## config.mk

```make
export PLATFORM = sky130hd
export DESIGN_NAME = exp4_gravador_sequencia
export DESIGN_NICKNAME = d
export VERILOG_FILES = /design/src/rtl/exp4_gravador_sequencia.sv
export SDC_FILE = /design/constraint.sdc
export NUM_CORES = 1
export LEC_CHECK = 0
export BUFFER_PORTS_ARGS = -buffer_cell sky130_fd_sc_hd__buf_4
export CORE_UTILIZATION = 55
export DETAILED_ROUTE_END_ITERATION = 8
export HOLD_SLACK_MARGIN = 0.06
export PLACE_DENSITY = 0.79
export SYNTH_ARGS = -nofsm -noshare
export SYNTH_HDL_FRONTEND = slang
export SYNTH_SLANG_ARGS = --single-unit
```

## constraint.sdc

```tcl
create_clock -name clock -period 6.3 [get_ports clock]
set_clock_uncertainty 0.2 [all_clocks]
set_input_delay 1.89 -clock clock [delete_from_list [all_inputs] [get_ports clock]]
set_output_delay 1.89 -clock clock [all_outputs]
set_load 0.02 [all_outputs]
```

## src/rtl/exp4_gravador_sequencia.sv

```systemverilog
// Sequence recorder: captures player moves from the switches
// and writes them in order into a 16x4 RAM for the checker.
module exp4_gravador_sequencia #(
  parameter int PROFUNDIDADE = 16
) (
  input  logic       clock,
  input  logic       reset,
  input  logic       iniciar,
  input  logic [3:0] chaves,
  input  logic [3:0] leitura_endereco,
  output logic [3:0] leitura_dado,
  output logic       gravando,
  output logic       pronto,
  output logic       db_we,
  output logic [3:0] db_contagem,
  output logic       db_jogada,
  output logic [3:0] db_estado
);

  typedef enum logic [3:0] {
    INICIAL    = 4'h0,
    PREPARACAO = 4'h1,
    ESPERA     = 4'h2,
    GRAVA      = 4'h4,
    PROXIMO    = 4'h5,
    FIM        = 4'hF
  } estado_t;

  estado_t    estado_q, estado_d;
  logic [3:0] contagem_q, contagem_d;
  logic [3:0] dado_q, dado_d;
  logic [3:0] chaves_ant_q, chaves_ant_d;
  logic [3:0] mem_q [16];

  logic jogada;
  logic fim_c;

  assign jogada = (chaves != 4'h0) && (chaves_ant_q == 4'h0);
  assign fim_c  = (contagem_q == 4'(PROFUNDIDADE - 1));

  always_comb begin
    estado_d     = estado_q;
    contagem_d   = contagem_q;
    dado_d       = dado_q;
    chaves_ant_d = chaves;
    gravando     = 1'b0;
    pronto       = 1'b0;
    db_we        = 1'b0;
    unique case (estado_q)
      INICIAL: begin
        if (iniciar) estado_d = PREPARACAO;
      end
      PREPARACAO: begin
        contagem_d = 4'h0;
        estado_d   = ESPERA;
      end
      ESPERA: begin
        gravando = 1'b1;
        if (jogada) begin
          dado_d   = chaves;
          estado_d = GRAVA;
        end
      end
      GRAVA: begin
        gravando = 1'b1;
        db_we    = 1'b1;
        estado_d = PROXIMO;
      end
      PROXIMO: begin
        gravando = 1'b1;
        if (fim_c) begin
          estado_d = FIM;
        end else begin
          contagem_d = contagem_q + 4'h1;
          estado_d   = ESPERA;
        end
      end
      FIM: begin
        pronto = 1'b1;
        if (iniciar) estado_d = PREPARACAO;
      end
      default: estado_d = INICIAL;
    endcase
  end

  always_ff @(posedge clock) begin
    if (reset) begin
      estado_q     <= INICIAL;
      contagem_q   <= 4'h0;
      dado_q       <= 4'h0;
      chaves_ant_q <= 4'h0;
    end else begin
      estado_q     <= estado_d;
      contagem_q   <= contagem_d;
      dado_q       <= dado_d;
      chaves_ant_q <= chaves_ant_d;
    end
  end

  // RAM is never cleared; reset only blocks a write on the same edge
  always_ff @(posedge clock) begin
    if (!reset && db_we) mem_q[contagem_q] <= dado_q;
  end

  assign leitura_dado = mem_q[leitura_endereco];
  assign db_contagem  = contagem_q;
  assign db_jogada    = jogada;
  assign db_estado    = estado_q;

endmodule
```

## Word-level counts from Yosys, hierarchy flattened

Memory sizes are Yosys's and may differ from the RTL's.
Cells that the tools add are included.

- Bits in registers: 16
- Memories: 1
- Latch bits: 0
- Logic and storage cells: 38
- Bits in writable memories: 64
- Memory bits (read-only): 0

- Magnitude comparators: 0
- Mux-type cells: 11
- Div/mod/pow operators: 0
- Equality and inequality tests: 9
- Bitwise logic cells: 0
- Add/sub/neg operators: 1
- Reductions and logical operators: 12
- Shift operators: 0
- $mul: 0

Memories:

| memory | depth | width | rd ports | clocked after Yosys merged registers in | wr ports | line | text |
|---|---|---|---|---|---|---|---|
| mem_q | 16 | 4 | 1 | 0 | 1 | 33 | `logic [3:0] mem_q [16];` |

Operators with widths:

| operator | count |
|---|---|
| $pmux W4 S5 | 1 |
| $mux W4 | 4 |
| $eq A4 B3 Y1 const B | 2 |
| $eq A4 B4 Y1 const B | 2 |
| $logic_not A4 Y1 | 2 |
| $pmux W4 S2 | 1 |
| $reduce_and A2 Y1 | 3 |
| $mux W1 | 5 |
| $add A4 B1 Y4 const B | 1 |
| $eq A4 B1 Y1 const B | 1 |
| $eq A4 B2 Y1 const B | 1 |
| $ne A2 B2 Y1 const B | 2 |
| $reduce_bool A4 Y1 | 1 |
| $reduce_or A3 Y1 | 1 |
| $logic_and A1 B1 Y1 | 2 |
| $ne A2 B1 Y1 const B | 1 |
| $reduce_bool A2 Y1 | 1 |
| $reduce_or A2 Y1 | 1 |
| $logic_not A1 Y1 | 1 |

## Longest topological paths before layout

Gate-level depths: netlist of run 1.

- Depth in word-level cells: 5
- Gate-level depth with buffers: 5
- Mapped depth without buffers: 5

## Worst setup path before layout of run 1

OpenSTA, ideal clock, no wires.

- Kind: input-to-output
- From: input leitura_endereco[0]
- To: output leitura_dado[2]
- Slack: 1218 ps
- Data arrival time: 2992 ps
- Path buffers: 2
- Required time: 4210 ps
- Stages on the path: 5
- Cells stage by stage: buf_6 buf_12 mux4_1 a22oi_1 nand2_1

- Cells in the longest elaborated chain, start to end: 1

RTL lines:

| element | line | text |
|---|---|---|
| start: declaration | 10 | `input logic [3:0] leitura_endereco,` |
| $mem_v2 Z16 W4 | -- |  |
| end: declaration | 11 | `output logic [3:0] leitura_dado,` |

Every way passes these cells.

## Worst setup path in the final report of run 1

- From: input leitura_endereco[0]
- To: output leitura_dado[3]

The elaborated chain is that of the path after synthesis.

==> impl_metrics.yaml, run 1 <==
outcome:
  outcome: "completed"
synthesis:
  synthesis.area_um2: 3430
  synthMuxAreaShare: 0.123
  ys_top_cells_by_area: "edfxtp_1 56%, mux4_1 12%, dfxtp_1 9.3%"
  syn_area_per_cell_um2: 15.7
  ys_seq_area_frac: 0.654
  synthCells: 218
  synth_edf_count: 64
  synth-simple-area-share: 0.119
  yosysTopAreaCell: "edfxtp_1"
  synth_top_family_by_area: "multiplexers"
  yosysWarnings: 0
  synthAdderAreaFrac: 0.0146
  synth-main-ff-cell: "edfxtp_1"
  async_flop_share: 0
  synth_compound_area_frac: 0.0559
  syn-num-nets: 233
  synth.distinct_cells: 39
  yosys_register_bits: 80
  synth_top_area_frac: 0.561
  synth_xor_area_frac: 0.00511
place:
  portBuffers: 26
  gp_congestion: 0.770
  dp.final_hpwl_mm: 4.09
  place_inst: 308
route:
  wl_per_cell_um: 18.2
  drt_iter0_markers: 81
  via_per_inst: 5.81
  dr.pass1.iters: 4
  drc: 0
  vias: 1882
  wirelength_mm: 5.90
  ant_nets: 0
grt:
  grt.total_usage: 0.198
  grt_first_pass_wirelength_mm: 9.12
  grt_max_degree: 18
  antenna_found_initial: 0
  grt_pass1_vias: 1833
  grt_overflow: 0
finish:
  num_antenna_cells: 0
  multi_input_area_um2: 1090
  stdcell_count: 324
  regArea_um2: 2240
  final_nets: 259
  drive_above_1_share: 0.193
  n_fill_cell: 448
  area_growth_pct: 12.2
clock_tree:
  clock-root-buffer: "clkbuf_8"
  clock-sinks: 80
  htree_levels: 3
  cts_buffer_depth: 2
  clock_latency_ns: 0.33
  cts_tree: "built"
  postCtsResizedCells: 0
  post_cts.repair.setup_buffers: 0
  hold_buffers: 0
  cts.clk_slew.worst_paths_ns: 0.07
  cts_made_buffers: 9
setup_path:
  critPathKind: "in2out"
  cp_max_fo: 16
  crit_required_ns: 4.21
  crit_arrival_ns: 3.24
  start_kind: "input pin"
  endpoint_kind: "output port"
timing:
  setup_viol: 0
  slew_headroom: 0.578
  fin_setup_tns_ns: 0
  hold_violations: 0
  post-route-period-util: 0.846
  drv_slew: 0
  fin_crit_ns: 5.33
  hold_slack_ns: 0.365
  max_freq_mhz: 188
  rsz0062_at_grt: "false"
  worstMarginPinSlew_ns: 0.628
pwr:
  ir_drop_mv: 0.156
  p_leak_nw: 1.40
  design_power_total_mw: 1.06
  p_per_area_nw_per_um2: 276
floorplanning:
  die_x_um: 80.9
  die_area_um2: 6550
  io_pins: 27
  rows: 28
  coreArea_um2: 5960
  die_y_um: 80.9
  start_util: 0.575
run:
  cap_viol_max_count: 0
worst_hold_path:
  min-delay-path-class: "reg2reg"
==> per-stage QoR <==
| step | setup WS [ns] | util | area (um^2) |
|---|---|---|---|
| after CTS | 0.981 | 0.646 | 3850 |
| final | 0.971 | 0.646 | 3850 |
| after global placement | 1.02 | 0.611 | 3640 |
| after global routing | 0.922 | 0.646 | 3850 |
| after floorplan | 1.22 | - | 3430 |
| after detailed placement | 0.985 | 0.611 | 3640 |
==> worst paths after layout <==
kind	startpoint	end	depth (start not counted)	slack (ns)
max	leitura_endereco[0]	leitura_dado[3]	5	0.97
min	chaves_ant_q[2]	dado_q[0]	3	0.37
max reg2reg	db_estado[2]	mem_q[2][1]	4	3.89
min reg2reg	chaves_ant_q[2]	dado_q[0]	3	0.37
==> worst max-delay path, cell delays in order <==
cell and delay (ns):
buf_4 0.25, mux4_1 0.63, a22oi_1 0.24, nand2_1 0.07, buf_4 0.16
==> cell usage after synthesis (all sizes together) (4+ instances only) <==
cell type and instances:
nand3 8, edfxtp 64, nor2b 7, mux4 16, a22oi 8, nor2 19, a21oi 10, buf 8
inv 5, ha 4, nand2 17, dfxtp 16, nor3 5
==> power breakdown <==
group | leakage, nW | internal (mW) | switching, mW
clock network | 0.108 | 0.220 | 0.165
logic | 0.538 | 0.0440 | 0.0446
registers | 0.753 | 0.572 | 0.0176
total | 1.40 | 0.836 | 0.227
==> sequential cells by signal, summed over array words and instances, names as in the netlist <==
signal        cells
db_contagem       4
mem_q            64
dado_q            4
chaves_ant_q      4
db_estado         4
==> cell families after synthesis <==
family,count (synthesis)
AO/OA/AOI/OAI,28
XOR/XNOR,2
adder cells (fa/ha/maj),4
buffers and inverters,16
flip-flops,80
multiplexers,16
AND/OR/NAND/NOR,72
==> per-layer routing <==
layer,GRT usage,routed length (um)
met1,0.229,2510
met5,0,0
met3,0.0382,233
met4,0.0911,71
met2,0.354,3090
==> cells in the final DEF (no fill, tap or decap), types with 3 or more instances in the layout <==
master / n
nor2b_1: 7
nand2_1: 17
nand3_1: 8
dfxtp_1: 16
clkbuf_8: 9
inv_1: 5
nor3_1: 5
and2_1: 3
edfxtp_1: 64
mux4_1: 16
a22oi_1: 8
nor2_1: 19
ha_1: 4
a21oi_1: 10
buf_4: 26
==> layout make-up <==
cell class / instances / share of cell area
repair buffers: 26 / 0.0507
inverters: 5 / 0.00488
flip-flops and latches: 80 / 0.583
well taps: 75 / 0.0244
clock buffers: 9 / 0.0322
clock inverters: 7 / 0.0224
multi-input cells: 122 / 0.282
Note: power is estimated with default switching activity, not from simulation.
==> inputs of run 2 (changes only) <==
--- a/config.mk
+++ b/config.mk
@@ -5,6 +5,7 @@
 export SDC_FILE = /design/constraint.sdc
 export NUM_CORES = 1
 export LEC_CHECK = 0
+export ABC_AREA = 1
 export BUFFER_PORTS_ARGS = -buffer_cell sky130_fd_sc_hd__buf_4
 export CORE_UTILIZATION = 55
 export DETAILED_ROUTE_END_ITERATION = 8
==> constraint.sdc (replaced) <==
create_clock -name clock -period 5.1 [get_ports clock]
set_clock_uncertainty 0.2 [all_clocks]
set_input_delay 1.53 -clock clock [delete_from_list [all_inputs] [get_ports clock]]
set_output_delay 1.53 -clock clock [all_outputs]
set_load 0.02 [all_outputs]
==> run 2 against run 1 <==
Net effect:
- synthesized area up 2.7%
- clock power up 15%
- clock-buffer cell count up 5
- utilization up 0.57 points
- global-route usage up 1.9 points
- register-to-register slack worse by 0.78 ns
- highest routed layer unchanged
==> impl_metrics.yaml, run 2 <==
timing:
  drv_slew: 0
  hold_slack_ns: 0.334
  fin_crit_ns: 4.40
  post-route-period-util: 0.863
  hold_violations: 0
  slew_headroom: 0.565
  setup_viol: 0
  rsz0062_at_grt: "false"
  fin_setup_tns_ns: 0
  max_freq_mhz: 227
  worstMarginPinSlew_ns: 0.652
setup_path:
  critPathKind: "in2out"
  crit_required_ns: 3.37
  crit_arrival_ns: 2.67
  start_kind: "input pin"
  ff2ff_setup_slack_ns: 3.11
  cp_max_fo: 64
  endpoint_kind: "output port"
synthesis:
  synth-main-ff-cell: "edfxtp_1"
  synthesis.area_um2: 3520
  synth_most_common_cell: "edfxtp_1"
  ys_top_cells_by_area: "edfxtp_1 55%, dfxtp_1 9.1%, inv_1 5.8%"
  syn-num-nets: 355
  ys_seq_area_frac: 0.637
  synth_top_area_frac: 0.546
  synthCells: 340
  async_flop_share: 0
  yosys_register_bits: 80
  synth_edf_count: 64
  yosysWarnings: 0
  syn_area_per_cell_um2: 10.4
  synthTopCellsByCount: "64 x edfxtp_1, 54 x inv_1, 50 x nand2_1"
  synth.distinct_cells: 24
  yosysTopAreaCell: "edfxtp_1"
pwr:
  swShare: 0.243
  p_per_area_nw_per_um2: 335
  power.share.clock: 0.335
  p_switching_uw: 321
  ir_drop_mv: 0.180
  p_leak_nw: 1.59
  design_power_total_mw: 1.32
  combPwrFrac: 0.118
  seqPwrFrac: 0.547
  p_int_mw: 1.00
route:
  wl_per_cell_um: 14.8
  drc: 0
  drt_iter0_markers: 208
  vias: 2413
  dr.pass1.iters: 5
  via_per_inst: 5.42
  ant_nets: 0
  wirelength_mm: 6.61
finish:
  final_nets: 380
  area_growth_pct: 12.2
  final_util: 0.652
  final_area_um2: 3950
  final_cell_mix: "64 x edfxtp_1, 54 x inv_1, 50 x nand2_1"
  final_common_cell: "edfxtp_1"
  top_register: "mem_q"
  drive_above_1_share: 0.154
  largest_reg_flops: 64
  num_antenna_cells: 0
grt:
  antenna_found_initial: 0
  grt_pass1_vias: 2183
  grt_overflow: 0
  grt.total_usage: 0.217
  grt_max_degree: 65
  grt_first_pass_wirelength_mm: 10.3
clock_tree:
  cts_tree: "built"
  clock_latency_ns: 0.33
  clock-sinks: 80
  postCtsResizedCells: 0
  clock-root-buffer: "clkbuf_8"
  cts_buffer_depth: 2
  htree_levels: 3
  cts_made_buffers: 9
  post_cts.repair.setup_buffers: 0
  cts.clk_slew.worst_paths_ns: 0.07
  hold_buffers: 0
worst_hold_path:
  min-delay-path-class: "reg2reg"
place:
  placed_area_um2: 3750
  gp_congestion: 0.854
  dp.final_hpwl_mm: 4.57
  portBuffers: 26
floorplanning:
  die_y_um: 82.0
  coreArea_um2: 6060
  rows: 28
  die_x_um: 82.0
  io_pins: 27
  die_area_um2: 6730
  start_util: 0.581
run:
  cap_viol_max_count: 0
outcome:
  outcome: "completed"
[run 2: cell types whose count changed after synthesis, moves of 5 or more]
| cell | change |
|---|---|
| a21oi_1 | +13 |
| nor2b_1 | -7 |
| nor2_1 | +10 |
| inv_1 | +49 |
| nand2_1 | +33 |
| nand3_1 | +25 |
| o21ai_0 | +17 |
| buf_2 | +5 |
| a22oi_1 | -8 |
| o211ai_1 | +16 |
| mux4_1 | -16 |
[run 2: stage by stage]
| stage | instances | setup WS (ns) |
|---|---|---|
| final | 445 | 0.700 |
| after global routing | 445 | 0.550 |
| after CTS | 445 | 0.712 |
| after detailed placement | 429 | 0.718 |
| after global placement | 429 | 0.768 |
| after floorplan | 340 | 1.04 |
[run 2: final timing paths]
kind,from,endpoint,cells past startpoint
max,leitura_endereco[0],leitura_dado[0],7
min reg2reg,db_estado[1],db_estado[1],2
min,db_estado[1],db_estado[1],2
max reg2reg,db_estado[2],mem_q[13][1],6
[run 2: final cells by class]
type | count | area, um^2
flip-flops and latches | 80 | 2240
fillers | 486 | 2110
multi-input cells | 191 | 1010
inverters | 57 | 214
repair buffers | 26 | 195
clock buffers | 14 | 184
well taps | 75 | 93.8
clock inverters | 2 | 10.0
[run 2: cell families (layout without fill, tap and decap cells)]
logic type	Yosys count	after routing	synth area share
buf+inv	69	99	0.0764
fa+ha+maj	4	4	0.0142
xor+xnor	1	1	0.00249
compound gates	61	61	0.102
simple gates	125	125	0.168
flops	80	80	0.637
[run 2: worst max-delay path, stage by stage]
cell and delay, ns:
buf_4 0.43, a21oi_1 0.14, o21ai_0 0.13, nand3_1 0.11, nand3_1 0.10, nand2_1 0.06, buf_4 0.15
[run 2: power by group through the flow]
stage | sequential, mW | combinational, mW | clock, mW
6_report | 0.724 | 0.156 | 0.443
2_1_floorplan | 0.740 | 0.109 | 0
4_1_cts | 0.724 | 0.156 | 0.452
5_1_grt | 0.725 | 0.171 | 0.478
3_5_place_dp | 0.739 | 0.156 | 0
3_3_place_gp | 0.738 | 0.153 | 0
[run 2: per-layer routing]
| metal | track usage | wire length, um |
|---|---|---|
| met5 | 0 | 0 |
| met4 | 0.0807 | 78 |
| met3 | 0.0656 | 390 |
| met2 | 0.346 | 3230 |
| met1 | 0.278 | 2910 |
